--- config.mk ---
export PLATFORM = sky130hd
export DESIGN_NAME = fetch_stage_flat
export DESIGN_NICKNAME = d
export VERILOG_FILES = /design/src/rtl/fetch_stage_pkg.sv /design/src/rtl/fetch_stage_if.sv /design/src/rtl/fetch_stage_fifo.sv /design/src/rtl/fetch_stage.sv /design/src/flat_wrapper.sv
export SDC_FILE = /design/constraint.sdc
export NUM_CORES = 1
export LEC_CHECK = 0
export CORE_ASPECT_RATIO = 0.8
export CORE_MARGIN = 1
export CORE_UTILIZATION = 57
export CTS_CLUSTER_DIAMETER = 120
export CTS_CLUSTER_SIZE = 28
export DETAILED_ROUTE_END_ITERATION = 12
export GPL_ROUTABILITY_DRIVEN = 0
export PLACE_DENSITY_LB_ADDON = 0.15
export SLEW_MARGIN = 5
export SYNTH_ARGS = -nofsm -noshare
export SYNTH_HDL_FRONTEND = slang
export SYNTH_SLANG_ARGS = --single-unit
--- constraint.sdc ---
create_clock -name CLK -period 18.5 [get_ports CLK]
set_input_delay 5.55 -clock CLK [delete_from_list [all_inputs] [get_ports CLK]]
set_output_delay 5.55 -clock CLK [all_outputs]
set_load 0.1 [all_outputs]
--- src/rtl/fetch_stage_pkg.sv ---
// Shared fetch/decode definitions: word size, NOP encoding,
// default reset PC and the {inst, pc} entry crossing IF/ID.
package fetch_stage_pkg;

  localparam int WORD_SIZE = 32;

  localparam logic [WORD_SIZE-1:0] NOP_INST = 32'h0000_0013;
  localparam logic [WORD_SIZE-1:0] DEF_RESET_PC = '0;

  typedef struct packed {
    logic [WORD_SIZE-1:0] inst;
    logic [WORD_SIZE-1:0] pc;
  } fetch_entry_t;

  function automatic logic [WORD_SIZE-1:0] align_pc(
    input logic [WORD_SIZE-1:0] pc
  );
    return {pc[WORD_SIZE-1:2], 2'b00};
  endfunction

endpackage

--- src/rtl/fetch_stage_if.sv ---
// Fetch stage bus: imem request/response, redirect and the
// valid/ready instruction handoff toward decode.
interface fetch_stage_if;
  import fetch_stage_pkg::*;

  logic                 imem_req_valid;
  logic                 imem_req_ready;
  logic [WORD_SIZE-1:0] imem_req_addr;
  logic                 imem_rsp_valid;
  logic [WORD_SIZE-1:0] imem_rsp_data;
  logic                 redirect_valid;
  logic [WORD_SIZE-1:0] redirect_pc;
  logic                 inst_valid;
  logic                 inst_ready;
  logic [WORD_SIZE-1:0] inst;
  logic [WORD_SIZE-1:0] inst_pc;

  modport master (
    output imem_req_valid,
    output imem_req_addr,
    input  imem_req_ready,
    input  imem_rsp_valid,
    input  imem_rsp_data,
    input  redirect_valid,
    input  redirect_pc,
    output inst_valid,
    output inst,
    output inst_pc,
    input  inst_ready
  );

  modport slave (
    input  imem_req_valid,
    input  imem_req_addr,
    output imem_req_ready,
    output imem_rsp_valid,
    output imem_rsp_data,
    output redirect_valid,
    output redirect_pc,
    input  inst_valid,
    input  inst,
    input  inst_pc,
    output inst_ready
  );

endinterface

--- src/rtl/fetch_stage_fifo.sv ---
// Circular buffer with push/pop/clear and occupancy count;
// holds fetch entries or, as the tag queue, bare PCs.
module fetch_fifo
  import fetch_stage_pkg::*;
#(
  parameter int  DEPTH = 2,
  parameter type T     = fetch_entry_t,
  localparam int CW    = $clog2(DEPTH + 1),
  localparam int PW    = (DEPTH > 1) ? $clog2(DEPTH) : 1
) (
  input  logic          clk,
  input  logic          rst,
  input  logic          clear,
  input  logic          push,
  input  logic          pop,
  input  T              din,
  output T              head,
  output logic [CW-1:0] count
);

  T              mem [DEPTH];
  logic [PW-1:0] rd_ptr;
  logic [PW-1:0] wr_ptr;
  logic          do_push;
  logic          do_pop;

  function automatic logic [PW-1:0] nxt(input logic [PW-1:0] p);
    return (p == PW'(DEPTH - 1)) ? '0 : p + PW'(1);
  endfunction

  assign do_pop  = pop && (count != '0);
  assign do_push = push && ((count != CW'(DEPTH)) || do_pop);
  assign head    = mem[rd_ptr];

  always_ff @(posedge clk) begin
    if (do_push) mem[wr_ptr] <= din;
  end

  always_ff @(posedge clk) begin
    if (rst || clear) begin
      rd_ptr <= '0;
      wr_ptr <= '0;
      count  <= '0;
    end else begin
      if (do_push) wr_ptr <= nxt(wr_ptr);
      if (do_pop) rd_ptr <= nxt(rd_ptr);
      unique case ({do_push, do_pop})
        2'b10:   count <= count + CW'(1);
        2'b01:   count <= count - CW'(1);
        default: count <= count;
      endcase
    end
  end

endmodule

--- src/rtl/fetch_stage.sv ---
// Instruction fetch: PC, credit-limited imem requests, buffer to decode.
// Define FETCH_PERF_CNT_EN to add perf_fetched/perf_stall counters.
module fetch_stage
  import fetch_stage_pkg::*;
#(
  parameter logic [WORD_SIZE-1:0] RESET_PC   = DEF_RESET_PC,
  parameter int                   FIFO_DEPTH = 2
) (
  input  logic          CLK,
  input  logic          rst,
  fetch_stage_if.master bus
`ifdef FETCH_PERF_CNT_EN
  ,
  output logic [31:0]   perf_fetched,
  output logic [31:0]   perf_stall
`endif
);

  localparam int CW = $clog2(FIFO_DEPTH + 1);

  logic [WORD_SIZE-1:0] pc;
  logic [WORD_SIZE-1:0] tag_head;
  logic [CW-1:0]        outstanding;
  logic [CW-1:0]        drop_cnt;
  logic [CW-1:0]        buf_cnt;
  logic [CW:0]          in_use;
  logic                 req_fire;
  logic                 rsp;
  logic                 drop;
  logic                 keep;
  logic                 pop;
  logic                 buf_valid;
  fetch_entry_t         rsp_entry;
  fetch_entry_t         buf_head;

  // Tag queue occupancy is exactly the number of outstanding requests.
  fetch_fifo #(
    .DEPTH (FIFO_DEPTH),
    .T     (logic [WORD_SIZE-1:0])
  ) u_tags (
    .clk   (CLK),
    .rst   (rst),
    .clear (1'b0),
    .push  (req_fire),
    .pop   (rsp),
    .din   (pc),
    .head  (tag_head),
    .count (outstanding)
  );

  fetch_fifo #(
    .DEPTH (FIFO_DEPTH),
    .T     (fetch_entry_t)
  ) u_buf (
    .clk   (CLK),
    .rst   (rst),
    .clear (bus.redirect_valid),
    .push  (keep),
    .pop   (pop),
    .din   (rsp_entry),
    .head  (buf_head),
    .count (buf_cnt)
  );

  assign in_use = {1'b0, outstanding} + {1'b0, buf_cnt};

  assign bus.imem_req_valid = !rst && !bus.redirect_valid &&
                              (in_use < (CW+1)'(FIFO_DEPTH));
  assign bus.imem_req_addr  = pc;

  assign req_fire = bus.imem_req_valid && bus.imem_req_ready;
  assign rsp      = bus.imem_rsp_valid;
  assign drop     = rsp && (drop_cnt != '0);
  assign keep     = rsp && !drop && !bus.redirect_valid;

  assign rsp_entry.inst = bus.imem_rsp_data;
  assign rsp_entry.pc   = tag_head;

  assign buf_valid      = buf_cnt != '0;
  assign pop            = buf_valid && bus.inst_ready &&
                          !bus.redirect_valid;
  assign bus.inst_valid = buf_valid;
  assign bus.inst       = buf_valid ? buf_head.inst : NOP_INST;
  assign bus.inst_pc    = buf_valid ? buf_head.pc : '0;

  always_ff @(posedge CLK) begin
    if (rst) begin
      pc       <= RESET_PC;
      drop_cnt <= '0;
    end else if (bus.redirect_valid) begin
      pc       <= align_pc(bus.redirect_pc);
      drop_cnt <= outstanding - CW'(rsp);
    end else begin
      if (req_fire) pc <= pc + WORD_SIZE'(4);
      if (drop) drop_cnt <= drop_cnt - CW'(1);
    end
  end

  rsp_needs_credit: assert property (
    @(posedge CLK) disable iff (rst)
    bus.imem_rsp_valid |-> (outstanding != '0)
  );

`ifdef FETCH_PERF_CNT_EN
  always_ff @(posedge CLK) begin
    if (rst) begin
      perf_fetched <= '0;
      perf_stall   <= '0;
    end else begin
      if (pop) perf_fetched <= perf_fetched + 32'd1;
      if (buf_valid && !bus.inst_ready)
        perf_stall <= perf_stall + 32'd1;
    end
  end
`endif

endmodule

--- src/flat_wrapper.sv ---
// flat-port wrapper written by rule: the top's interface ports become plain ports
module fetch_stage_flat import fetch_stage_pkg::*;
#(
  parameter logic [WORD_SIZE-1:0] RESET_PC   = DEF_RESET_PC,
  parameter int                   FIFO_DEPTH = 2
)
  (CLK, rst, bus_imem_req_valid, bus_imem_req_addr, bus_imem_req_ready, bus_imem_rsp_valid, bus_imem_rsp_data, bus_redirect_valid, bus_redirect_pc, bus_inst_valid, bus_inst, bus_inst_pc, bus_inst_ready);
  fetch_stage_if bus_i ();
  input  logic CLK;
  input  logic rst;
  output wire logic [$bits(bus_i.imem_req_valid)-1:0] bus_imem_req_valid;
  output wire logic [$bits(bus_i.imem_req_addr)-1:0] bus_imem_req_addr;
  input wire logic [$bits(bus_i.imem_req_ready)-1:0] bus_imem_req_ready;
  input wire logic [$bits(bus_i.imem_rsp_valid)-1:0] bus_imem_rsp_valid;
  input wire logic [$bits(bus_i.imem_rsp_data)-1:0] bus_imem_rsp_data;
  input wire logic [$bits(bus_i.redirect_valid)-1:0] bus_redirect_valid;
  input wire logic [$bits(bus_i.redirect_pc)-1:0] bus_redirect_pc;
  output wire logic [$bits(bus_i.inst_valid)-1:0] bus_inst_valid;
  output wire logic [$bits(bus_i.inst)-1:0] bus_inst;
  output wire logic [$bits(bus_i.inst_pc)-1:0] bus_inst_pc;
  input wire logic [$bits(bus_i.inst_ready)-1:0] bus_inst_ready;
  assign bus_imem_req_valid = bus_i.imem_req_valid;
  assign bus_imem_req_addr = bus_i.imem_req_addr;
  assign bus_i.imem_req_ready = bus_imem_req_ready;
  assign bus_i.imem_rsp_valid = bus_imem_rsp_valid;
  assign bus_i.imem_rsp_data = bus_imem_rsp_data;
  assign bus_i.redirect_valid = bus_redirect_valid;
  assign bus_i.redirect_pc = bus_redirect_pc;
  assign bus_inst_valid = bus_i.inst_valid;
  assign bus_inst = bus_i.inst;
  assign bus_inst_pc = bus_i.inst_pc;
  assign bus_i.inst_ready = bus_inst_ready;
  fetch_stage #(.RESET_PC(RESET_PC), .FIFO_DEPTH(FIFO_DEPTH)) u_core (.CLK(CLK), .rst(rst), .bus(bus_i));
endmodule
==> results.cfg <==
[clocking]
ctsResizeCount = 0
hold_buffers = 0
cts_setup_buffers = 0
cts.sinks = 226
cts_buffers = 12
cts.reportedPaths.clkPinSlew_ns = 0.12
insertion_delay_ns = 0.48
cts_tree = built
cts_root_buffer = clkbuf_16
clockBufferDepth = 3
cts_htree_levels = 1

[pwr]
ir_drop_v = 0.00007074
total_power_mw = 1.018
power.density_nw_per_um2 = 88.55
p_leak_nw = 3.597

[floorplanning]
die_h_microns = 116.4
io_pins = 168
die_w_microns = 145.0
dieArea_sq_um = 16880
rows = 41
start_util = 0.5863
core_sq_um = 15900

[sta]
clock_skew_ns = 0.04071
timing.final.crit_share = 0.7356
holdWs_ns = 0.5282
hold_violations = 0
slew_headroom = 0.2442
finalSetupTns_ns = 0
maxSlewViolCount = 0
setup_violations = 0
rsz0062_at_grt = no
min_period_ns = 13.61
setup_slack_ns = 4.892
fmax_ghz = 0.07349
worstMarginPinSlew_ns = 1.134

[placement]
port_buffers = 161
placed_area_sq_um = 11120
dp_cells = 1025
dp_hpwl_microns = 12810
dp_slack_ns = 4.909

[worst_setup_path]
critPathMaxFanout = 42
worstPathArrival_ns = 8.06
critPathTopFamily = buffers and inverters
critical_path.cell_chain = clkdlybuf4s50_1, buf_4, or2_2, nor3_1, clkdlybuf4s50_1
critPathLaunchType = primary input
cp-end-kind = output pin
critPathSlowestCell = clkdlybuf4s50_1
worstSetupPathType = primary input to output pin
crit_buf_inv = 3
cp_slowest_stage_delay_ns = 1.17
cp.required_ns = 12.95
cpMostUsedCell = clkdlybuf4s50_1

[detailed_routing]
drc = 0
vias = 6134
wire_per_inst_microns = 19.35
ant_nets = 0
vias_per_cell = 5.870
drt-pass1-iter-count = 4
wl_microns = 20220
drt_first_iter_violations = 444

[logic_synthesis]
synthCells = 680
synth.avg_cell_area_sq_um = 13.71
ys_types = 56
synth_area_leaders = edfxtp_1 59%, dfxtp_1 9.0%, mux2i_1 7.0%, mux2_2 3.7%, nor2_1 3.5%
ys.flop_type = edfxtp_1
synth_warnings = 0
synth_enable_flop_cells = 184
yosys.area.top_type_share = 0.5926
yosys-top-cells-count = 184 x edfxtp_1, 87 x nor2_1, 65 x mux2i_1, 42 x dfxtp_1, 41 x nand2_1
yosysSeqAreaShare = 0.6828
synth.cell_area_sq_um = 9324
yosysMostFrequentCell = edfxtp_1
ys_ff_latch = 226
yosys.area.top_type = edfxtp_1
async_flop_share = 0

[finish]
final_nets = 898
final_layout_size_suffix_gt1_frac = 0.07590
area_growth_pct = 23.30
diodes = 0
stdcell_count = 1045
fillers = 1086
stdcell_area_sq_um = 11500
post-route-util = 0.7229

[run]
cap_violations = 0

[global_route]
grt_first_pass_wirelength_microns = 31190
grt_use_total = 0.2380
grt_antenna_before_repair = 0
grt_max_degree = 63
grt_pass1_vias = 6075
grt_remaining_overflow = 0

[min_path]
hold_class = flop to flop

[status]
status = finished, final reports clean
[sequential cells by signal (all words and copies together) (netlist names), named ones only]
register,flops
u_core.drop_cnt,2
u_core.u_tags.count,2
u_core.u_buf.mem,124
u_core.u_tags.mem,60
u_core.u_tags.wr_ptr,1
u_core.u_buf.wr_ptr,1
u_core.u_tags.rd_ptr,1
u_core.u_buf.rd_ptr,1
u_core.u_buf.count,2
u_core.bus.imem_req_addr,30
[logic make-up (layout without fill, tap and decap cells)]
| group | Yosys count | in the layout | share of synthesized area |
|---|---|---|---|
| DFF | 226 | 226 | 0.6828 |
| and+or+nand+nor | 223 | 223 | 0.1174 |
| buffers and inverters | 51 | 198 | 0.02308 |
| other | 1 | 4 | 0.0004022 |
| xor gates and xnor gates | 13 | 13 | 0.01221 |
| AOI/OAI and AO/OA | 66 | 66 | 0.05073 |
| muxes | 96 | 96 | 0.1072 |
| adders and majority gates | 4 | 4 | 0.006173 |
[layer usage]
metal | share of wire | GRT usage | routed length (microns) | up-vias
li1 | - | - | - | 2834
met1 | 0.42 | 0.3086 | 8467 | 3006
met2 | 0.49 | 0.4122 | 9969 | 251
met3 | 0.062 | 0.03867 | 1253 | 43
met4 | 0.026 | 0.08511 | 529 | 0
met5 | 0 | 0 | 0 | -
[worst paths after layout]
check	slack, ns	endpoint	depth (start not counted)	start
max	4.89	bus_imem_req_valid	5	bus_redirect_valid
min	0.53	flop	2	u_core.u_tags.rd_ptr
max reg2reg	15.09	u_core.bus.imem_req_addr[24]	6	u_core.u_buf.count[0]
min reg2reg	0.53	flop	2	u_core.u_tags.rd_ptr
[worst register-to-register path: stages (launching register included)]
cell,delay (ns)
dfxtp_1,0.51
and2_1,0.19
fa_1,0.46
or3b_1,0.65
or4_1,0.78
or4_1,0.56
a31oi_1,0.17
[layout by cell type (no fill, tap or decap), drive strengths merged, types with 8 or more instances in the layout]
master,n
edfxtp,184
clkdlybuf4s50,161
nor2,87
mux2i,65
dfxtp,42
nand2,41
mux2,31
clkbuf,19
nand3,14
or4,14
nand4,11
a31oi,11
nor3,11
a211oi,9
inv,8
or3,8
a21oi,8
buf,8
[where the power goes]
group          switching, mW  internal (mW)
sequential            0.0155          0.566
combinational          0.104         0.0433
clock                  0.155          0.135
[area by class of cell]
class,count,area [sq um],area share
inverter,9,33.78,0.002939
multi-input combinational,406,2774,0.2413
clock inverter,1,30.03,0.002612
sequential,226,6370,0.5541
timing repair buffer,169,1672,0.1454
clock buffer,19,347.8,0.03026
tap,215,269.0,0.02340
Power figures use the tool's default switching activity.
